### config.mk
export PLATFORM = sky130hd
export DESIGN_NAME = iq_issue_ctrl
export DESIGN_NICKNAME = d
export VERILOG_FILES = /design/src/rtl/iq_issue_ctrl.sv
export SDC_FILE = /design/constraint.sdc
export NUM_CORES = 1
export LEC_CHECK = 0
export ABC_AREA = 1
export ABC_CLOCK_PERIOD_IN_PS = 18600
export BUFFER_PORTS_ARGS = -buffer_cell sky130_fd_sc_hd__buf_2
export CAP_MARGIN = 20
export CORE_UTILIZATION = 64
export CTS_CLUSTER_SIZE = 14
export DETAILED_ROUTE_END_ITERATION = 8
export PLACE_DENSITY = 0.85
export SLEW_MARGIN = 20
export SYNTH_ARGS = -nofsm -noshare
export SYNTH_HDL_FRONTEND = slang
export SYNTH_SLANG_ARGS = --single-unit
### constraint.sdc
create_clock -name clk_in -period 18.6 [get_ports clk_in]
set_input_delay 3.72 -clock clk_in [delete_from_list [all_inputs] [get_ports clk_in]]
set_output_delay 3.72 -clock clk_in [all_outputs]
set_load 0.02 [all_outputs]
### src/rtl/iq_issue_ctrl.sv
// Instruction queue and issue scheduler: buffers fetched instructions and dispatches the head to RS or LSB.
// Optional feature macro IQ_BYPASS_EN: an empty queue lets a legal, unblocked fetch issue at its push edge.
module iq_issue_ctrl #(
   parameter int IQ_DEPTH_LOG = 3,
   parameter int STALL_CNT_W  = 16
) (
   input  logic                   clk_in,
   input  logic                   rst_in,
   input  logic                   rdy_in,
   input  logic                   flush_in,
   input  logic                   if_valid_in,
   input  logic [31:0]            if_inst_in,
   input  logic [31:0]            if_pc_in,
   output logic                   iq_full_out,
   output logic [31:0]            dec_inst_out,
   input  logic [5:0]             dec_order_in,
   input  logic                   rs_full_in,
   input  logic                   lsb_full_in,
   input  logic                   rob_full_in,
   output logic                   issue_valid_out,
   output logic                   issue_to_lsb_out,
   output logic [31:0]            issue_inst_out,
   output logic [31:0]            issue_pc_out,
   output logic [5:0]             issue_order_out,
   output logic [STALL_CNT_W-1:0] stall_cnt_out
);

   localparam int DEPTH = 1 << IQ_DEPTH_LOG;
   localparam logic [IQ_DEPTH_LOG:0] DEPTH_C = {1'b1, {IQ_DEPTH_LOG{1'b0}}};

   typedef enum logic {RUN = 1'b0, STALL = 1'b1} state_t;
   typedef enum logic [1:0] {TGT_NONE, TGT_RS, TGT_LSB} tgt_t;

   function automatic tgt_t classify(input logic [6:0] opcode);
      tgt_t t;
      case (opcode)
         7'h03, 7'h23:                                   t = TGT_LSB;
         7'h37, 7'h17, 7'h6f, 7'h67, 7'h63, 7'h13, 7'h33: t = TGT_RS;
         default:                                        t = TGT_NONE;
      endcase
      return t;
   endfunction

   function automatic logic target_blocked(input tgt_t t, input logic rob_full,
                                           input logic rs_full, input logic lsb_full);
      return rob_full | ((t == TGT_LSB) ? lsb_full : rs_full);
   endfunction

   logic [31:0]             mem_inst [DEPTH];
   logic [31:0]             mem_pc   [DEPTH];
   logic [IQ_DEPTH_LOG-1:0] head, tail;
   logic [IQ_DEPTH_LOG:0]   count, count_next;
   state_t                  state, state_next;

   logic        head_valid;
   logic [31:0] head_inst, head_pc;
   tgt_t        head_tgt;
   logic        head_blocked, head_issue, head_discard, head_stall;
   logic        bypass, push, pop, issue;
   logic [31:0] sel_inst, sel_pc;
   logic        sel_lsb;

   assign head_valid   = (count != '0);
   assign head_inst    = mem_inst[head];
   assign head_pc      = mem_pc[head];
   assign head_tgt     = classify(head_inst[6:0]);
   assign head_blocked = target_blocked(head_tgt, rob_full_in, rs_full_in, lsb_full_in);
   assign head_issue   = head_valid && (head_tgt != TGT_NONE) && !head_blocked;
   // An illegal head is dropped in one cycle; it neither issues nor stalls.
   assign head_discard = head_valid && (head_tgt == TGT_NONE);
   assign head_stall   = head_valid && (head_tgt != TGT_NONE) && head_blocked;
   assign pop          = head_issue | head_discard;

`ifdef IQ_BYPASS_EN
   tgt_t byp_tgt;
   assign byp_tgt      = classify(if_inst_in[6:0]);
   assign bypass       = !head_valid && if_valid_in && (byp_tgt != TGT_NONE) &&
                         !target_blocked(byp_tgt, rob_full_in, rs_full_in, lsb_full_in);
   assign dec_inst_out = head_valid ? head_inst : (if_valid_in ? if_inst_in : '0);
`else
   assign bypass       = 1'b0;
   assign dec_inst_out = head_valid ? head_inst : '0;
`endif

   // A full queue still accepts a push when the head leaves in the same cycle.
   assign push  = if_valid_in && !bypass && ((count < DEPTH_C) || pop);
   assign issue = head_issue | bypass;

   // NOTE: every signal written in always_comb gets a default first, so no path leaves it unassigned and no latch is inferred.
   always_comb begin
      sel_inst = head_inst;
      sel_pc   = head_pc;
      sel_lsb  = (head_tgt == TGT_LSB);
`ifdef IQ_BYPASS_EN
      if (bypass) begin
         sel_inst = if_inst_in;
         sel_pc   = if_pc_in;
         sel_lsb  = (byp_tgt == TGT_LSB);
      end
`endif
   end

   always_comb begin
      count_next = count;
      case ({push, pop})
         2'b10:   count_next = count + (IQ_DEPTH_LOG + 1)'(1);
         2'b01:   count_next = count - (IQ_DEPTH_LOG + 1)'(1);
         default: count_next = count;
      endcase
   end

   always_comb begin
      state_next = state;
      case (state)
         RUN:     if (head_stall) state_next = STALL;
         STALL:   if (!head_stall) state_next = RUN;
         default: state_next = RUN;
      endcase
   end

   // NOTE: sequential state uses non-blocking assignments so every register samples pre-edge values.
   always_ff @(posedge clk_in) begin
      if (rst_in) begin
         head             <= '0;
         tail             <= '0;
         count            <= '0;
         state            <= RUN;
         iq_full_out      <= 1'b0;
         issue_valid_out  <= 1'b0;
         issue_to_lsb_out <= 1'b0;
         issue_inst_out   <= '0;
         issue_pc_out     <= '0;
         issue_order_out  <= '0;
         stall_cnt_out    <= '0;
      end else if (flush_in) begin
         head            <= '0;
         tail            <= '0;
         count           <= '0;
         state           <= RUN;
         iq_full_out     <= 1'b0;
         issue_valid_out <= 1'b0;
      end else if (!rdy_in) begin
         issue_valid_out <= 1'b0;
      end else begin
         if (pop)  head <= head + IQ_DEPTH_LOG'(1);
         if (push) tail <= tail + IQ_DEPTH_LOG'(1);
         count           <= count_next;
         iq_full_out     <= (count_next == DEPTH_C);
         state           <= state_next;
         if (state_next == STALL && stall_cnt_out != '1)
            stall_cnt_out <= stall_cnt_out + STALL_CNT_W'(1);
         issue_valid_out <= issue;
         if (issue) begin
            issue_to_lsb_out <= sel_lsb;
            issue_inst_out   <= sel_inst;
            issue_pc_out     <= sel_pc;
            issue_order_out  <= dec_order_in;
         end
      end
   end

   // NOTE: the storage array has no reset; an entry is only read once count marks it valid.
   always_ff @(posedge clk_in) begin
      if (!rst_in && !flush_in && rdy_in && push) begin
         mem_inst[tail] <= if_inst_in;
         mem_pc[tail]   <= if_pc_in;
      end
   end

endmodule

# Word level (Yosys, flattened, before mapping)
# Memories as Yosys holds them, arrays and structs flattened. A register that Yosys moved wholly into a read port is not among the register bits.
# Cells that the tools add are included.
# Widths: inputs -> output; s select.
[classes] mux=9 addsub=5 n_lt_le_gt_ge=1 n_eq_ne=14 n_reduce_logical=24 bitwise_logic=4
[ops] operator="$mux 32" n=1
[ops] operator="$eq 7x6->1 const B" n=3
[ops] operator="$eq 7x7->1 const B" n=3
[ops] operator="$add 16x1->16 const B" n=1
[ops] operator="$ne 16x16->1 const B" n=1
[ops] operator="$eq 7x5->1 const B" n=2
[ops] operator="$logic_and 1x1->1" n=9
[ops] operator="$pmux 4 s2" n=1
[ops] operator="$eq 7x2->1 const B" n=1
[ops] operator="$reduce_or 7->1" n=1
[ops] operator="$add 3x1->3 const B" n=2
[ops] operator="$mux 3" n=2
[ops] operator="$reduce_and 3->1" n=2
[ops] operator="$add 4x1->4 const B" n=1
[ops] operator="$eq 2x2->1 const B" n=2
[ops] operator="$eq 4x4->1 const B" n=1
[ops] operator="$lt 4x4->1 const B" n=1
[ops] operator="$mux 1" n=4
[ops] operator="$pmux 2 s2" n=1
[ops] operator="$reduce_and 2->1" n=2
[ops] operator="$reduce_bool 4->1" n=1
[ops] operator="$reduce_or 2->1" n=2
[ops] operator="$sub 4x1->4 const B" n=1
[ops] operator="$logic_not 1->1" n=3
[ops] operator="7 further kinds" n=9
[totals] n_memories=2 reg_bits=67 out_inout_bits=121 ram_bits=512 elab_cells=68 in_bits=78
[memory_table] memory="mem_inst" words=8 word_bits=32 rd=1 rd_ports_with_merged_regs=1 write_ports=1 line="49" rtl="logic [31:0] mem_inst [DEPTH];"
[memory_table] memory="mem_pc" words=8 word_bits=32 rd=1 rd_ports_with_merged_regs=1 write_ports=1 line="50" rtl="logic [31:0] mem_pc [DEPTH];"

# Logic depth before layout (Yosys ltp)
[logic_depth] depth_word=14 mapped_depth=24 depth_no_buf=23

# Least setup slack after synthesis
# OpenSTA, ideal clock, no wires.
[synth_path] kind="input-to-reg" start="input rst_in" end="memory mem_inst[0][0], enable pin" setup_time_ns=0.564 path_buffers=1 required_ns=18.036 arrival_time_ns=8.811 path_slack_ns=9.224 cell_stages=4 cell_sequence="clkbuf_1 -> nor2_1 -> nand3_1 -> nor3_1"
[synth_via] elab_chain_cells=6
[synth_rtl] element="start, declared" line="8" rtl="input logic rst_in,"
[synth_rtl] element="$logic_not 1->1" line="164" rtl="if (!rst_in && !flush_in && rdy_in && push) begin"
[synth_rtl] element="$logic_and 1x1->1 (3 in series)" line="164"
[synth_rtl] element="$mux 1" line="164"
[synth_rtl] element="$mux 1 (implied by the code)" line="165" rtl="mem_inst[tail] <= if_inst_in;"
[synth_rtl] element="end, declared" line="49"
# No other way between the ends.

==> run summary <==
Num CTS Buffers = 57
Overall die width = 195 um
Mapped Nets = 2,032
CTS clk-pin slew, worst paths = 60 ps
Core box area = 0.0367 mm2
Die ar. = 0.0382 mm2
Final hold viol count = 0
Worst IR drop on VDD = 93.7 uV
Worst hold path type = reg -> reg
Clk_lat worst skew = 620 ps
Placement Setup Slack = 11,790 ps
Post-CTS setup buffer count = 0
Fill count = 2,173
First-pass GRT wire length = 88,000 um
Clock Skew = 15.4 ps
Synthesized area = 0.0240 mm2
CP Max Fanout = 65
Via density = 6.30
Drt first pass iters = 5
CP top delay family = buffers and inverters
Reg2Reg Setup Slack = 12,610 ps
Post_cts resized = 0
WP depth = 7
H-tree depth = 2
Starting density of the core = 0.653
Yosys warns = 0
Port Buffer Count = 198
Initial antenna violation count = 9
CP most frequent cell = o21ai_0
Area of the multi-input gates = 0.00565 mm2
Sink Count = 614
Final setup viols = 0
CP Class = reg -> out
Register Area = 0.0174 mm2
Nets = 2,191
Average size of a mapped cell = 12.3 um2
# IOs = 199
WP data required = 14,880 ps
Clock Path Buffers = 3
RR Endpoint = mem_pc[1][2]
Hold-fix buffers at CTS = 0
Vias in the first global route = 16,300
Largest net degree at the start of global routing = 113
Row cnt = 70
Synth cell types = 36
Layout cells sized above 1 = 0.168
Register bit count reported by yosys = 614
Most common cell after layout, fill and taps aside = edfxtp_1
Outcome = finished clean
RSZ-0062 raised after global routing = no
Crit path capture = dec_inst_out[7]
Starting DRT DRC Count = 1,880
Slowest-stage cell, CP = clkinv_2
Global route overflow = 0
Gate Count Post-Synth = 1,947
Seq/Total Area, Yosys = 0.727
Tmin final = 7710 ps
Setup TNS = 0 ps
Crit-path cells = buf_4 > clkinv_2 > o21ai_0 > o22ai_1 > o21ai_0 > nor2_1 > buf_2
Crit path DAT = 3990 ps
Total leakage power = 9.81 nW
Critical Path Source Type = flop
DR DRC count = 0
Max Cap Viol = 0
Fmax achieved = 0.130 GHz
Buf/Inv on CP = 3
Vias post-DR = 16,600
Worst R2R Path Depth = 14
Crit share post-route = 0.415
Drt wl/cell = 21.9 um
GRT Total Usage = 0.300
Pins Over Slew Limit = 0
Total length of routed wires = 57,500 um
Most frequent cells in the layout = edfxtp_1 (512), o21ai_0 (360), nor2_1 (297)
Die Ht = 195 um
GPL Wtd Cong = 0.840
CTS root buffer = clkbuf_16
CTS tree = done
Worst Tran Pin Value = 1110 ps
Max incr delay on CP = 990 ps
Area Overhead vs Synth = 13.5%
Setup WS post-layout = 10,890 ps
Worst rel slew slack = 0.261
Post-route ant nets = 0
Detail Placement HPWL = 29,700 um
Crit. End Element = output pin
Pwr/cell area = 103 mW/mm2
-- sequential cells by signal (all words and copies together) (netlist names), named ones only --
name / cells
count: 4
head: 3
iq_full_out: 1
issue_inst_out: 32
issue_order_out: 6
issue_pc_out: 32
issue_to_lsb_out: 1
issue_valid_out: 1
mem_inst: 256
mem_pc: 256
stall_cnt_out: 16
tail: 3
-- cell families after synthesis --
logic type               after synthesis  synth area share
buffers and inverters                210            0.0394
XOR/XNOR                              14           0.00512
adder cells (fa/ha/maj)                7           0.00397
flip-flops                           614             0.727
AO/OA/AOI/OAI                        570             0.134
AND/OR/NAND/NOR                      532            0.0901
-- worst min-delay path: stages, from the launching register on --
cell     delay (ps)
dfxtp_1         310
nand2_1          60
a21oi_1          50
-- worst min-delay path by stage --
stage / depth (start not counted) / from / to
3_5_place_dp: 2 / iq_full_out / iq_full_out
2_1_floorplan: 2 / count[3] / count[3]
6_report: 2 / iq_full_out / iq_full_out
4_1_cts: 2 / iq_full_out / iq_full_out
3_3_place_gp: 2 / issue_inst_out[0] / issue_inst_out[0]
5_1_grt: 2 / issue_inst_out[0] / issue_inst_out[0]
-- metal layers --
layer / vias up / global-route usage / routed length, um
met1: 7984 / 0.394 / 21800
met4: 4 / 0.135 / 2280
met2: 1001 / 0.483 / 27600
met5: - / 0 / 31
met3: 186 / 0.0675 / 5800
li1: 7395 / - / -
-- cells in the mapped netlist, drive strengths merged --
library cell / number / area, um2
nand2: 149 / 559
buf: 28 / 260
o211ai: 1 / 7.51
clkbuf: 97 / 364
inv: 83 / 312
nor3: 11 / 55.1
dfxtp: 102 / 2040
edfxtp: 512 / 15400
a21oi: 91 / 531
nor4: 4 / 25.0
nand3: 57 / 308
clkinv: 2 / 7.51
ha: 6 / 75.1
o22ai: 57 / 357
o21bai: 1 / 7.51
nor2: 305 / 1170
o221ai: 57 / 499
xnor2: 6 / 52.6
o21ai: 363 / 1820
xor2: 8 / 70.1
nand4: 5 / 31.3
fa: 1 / 20.0
nand3b: 1 / 7.51
-- power breakdown --
group / switching [W] / internal (W) / leakage, nW / total [W]
clock: 0.000488 / 0.000720 / 0.970 / 0.00121
sequential: 0.00000369 / 0.00149 / 5.43 / 0.00150
combinational: 0.0000783 / 0.0000286 / 3.41 / 0.000107
total: 0.000570 / 0.00224 / 9.81 / 0.00281
-- final cells by class --
cell class | instances | area share
Sequential cell | 614 | 0.641
Multi-Input combinational cell | 1123 | 0.208
Clock buffer | 88 | 0.0620
Timing Repair Buffer | 225 | 0.0444
Tap cell | 468 | 0.0215
Inverter | 85 | 0.0118
Clock inverter | 20 | 0.0105
Antenna cell | 9 | 0.000828
-- stage by stage --
step	std cells	area [um2]	util	hold slack, ps	total power [W]
after global routing	2625	27200	0.740	499	0.00288
after global placement	2514	25200	0.686	466	0.00162
after CTS	2622	27100	0.740	470	0.00282
final	2632	27200	0.741	470	0.00281
after detailed placement	2514	25200	0.686	462	0.00163
after floorplan	1947	24000	-	481	0.00158
(Power assumes the default switching activity.)
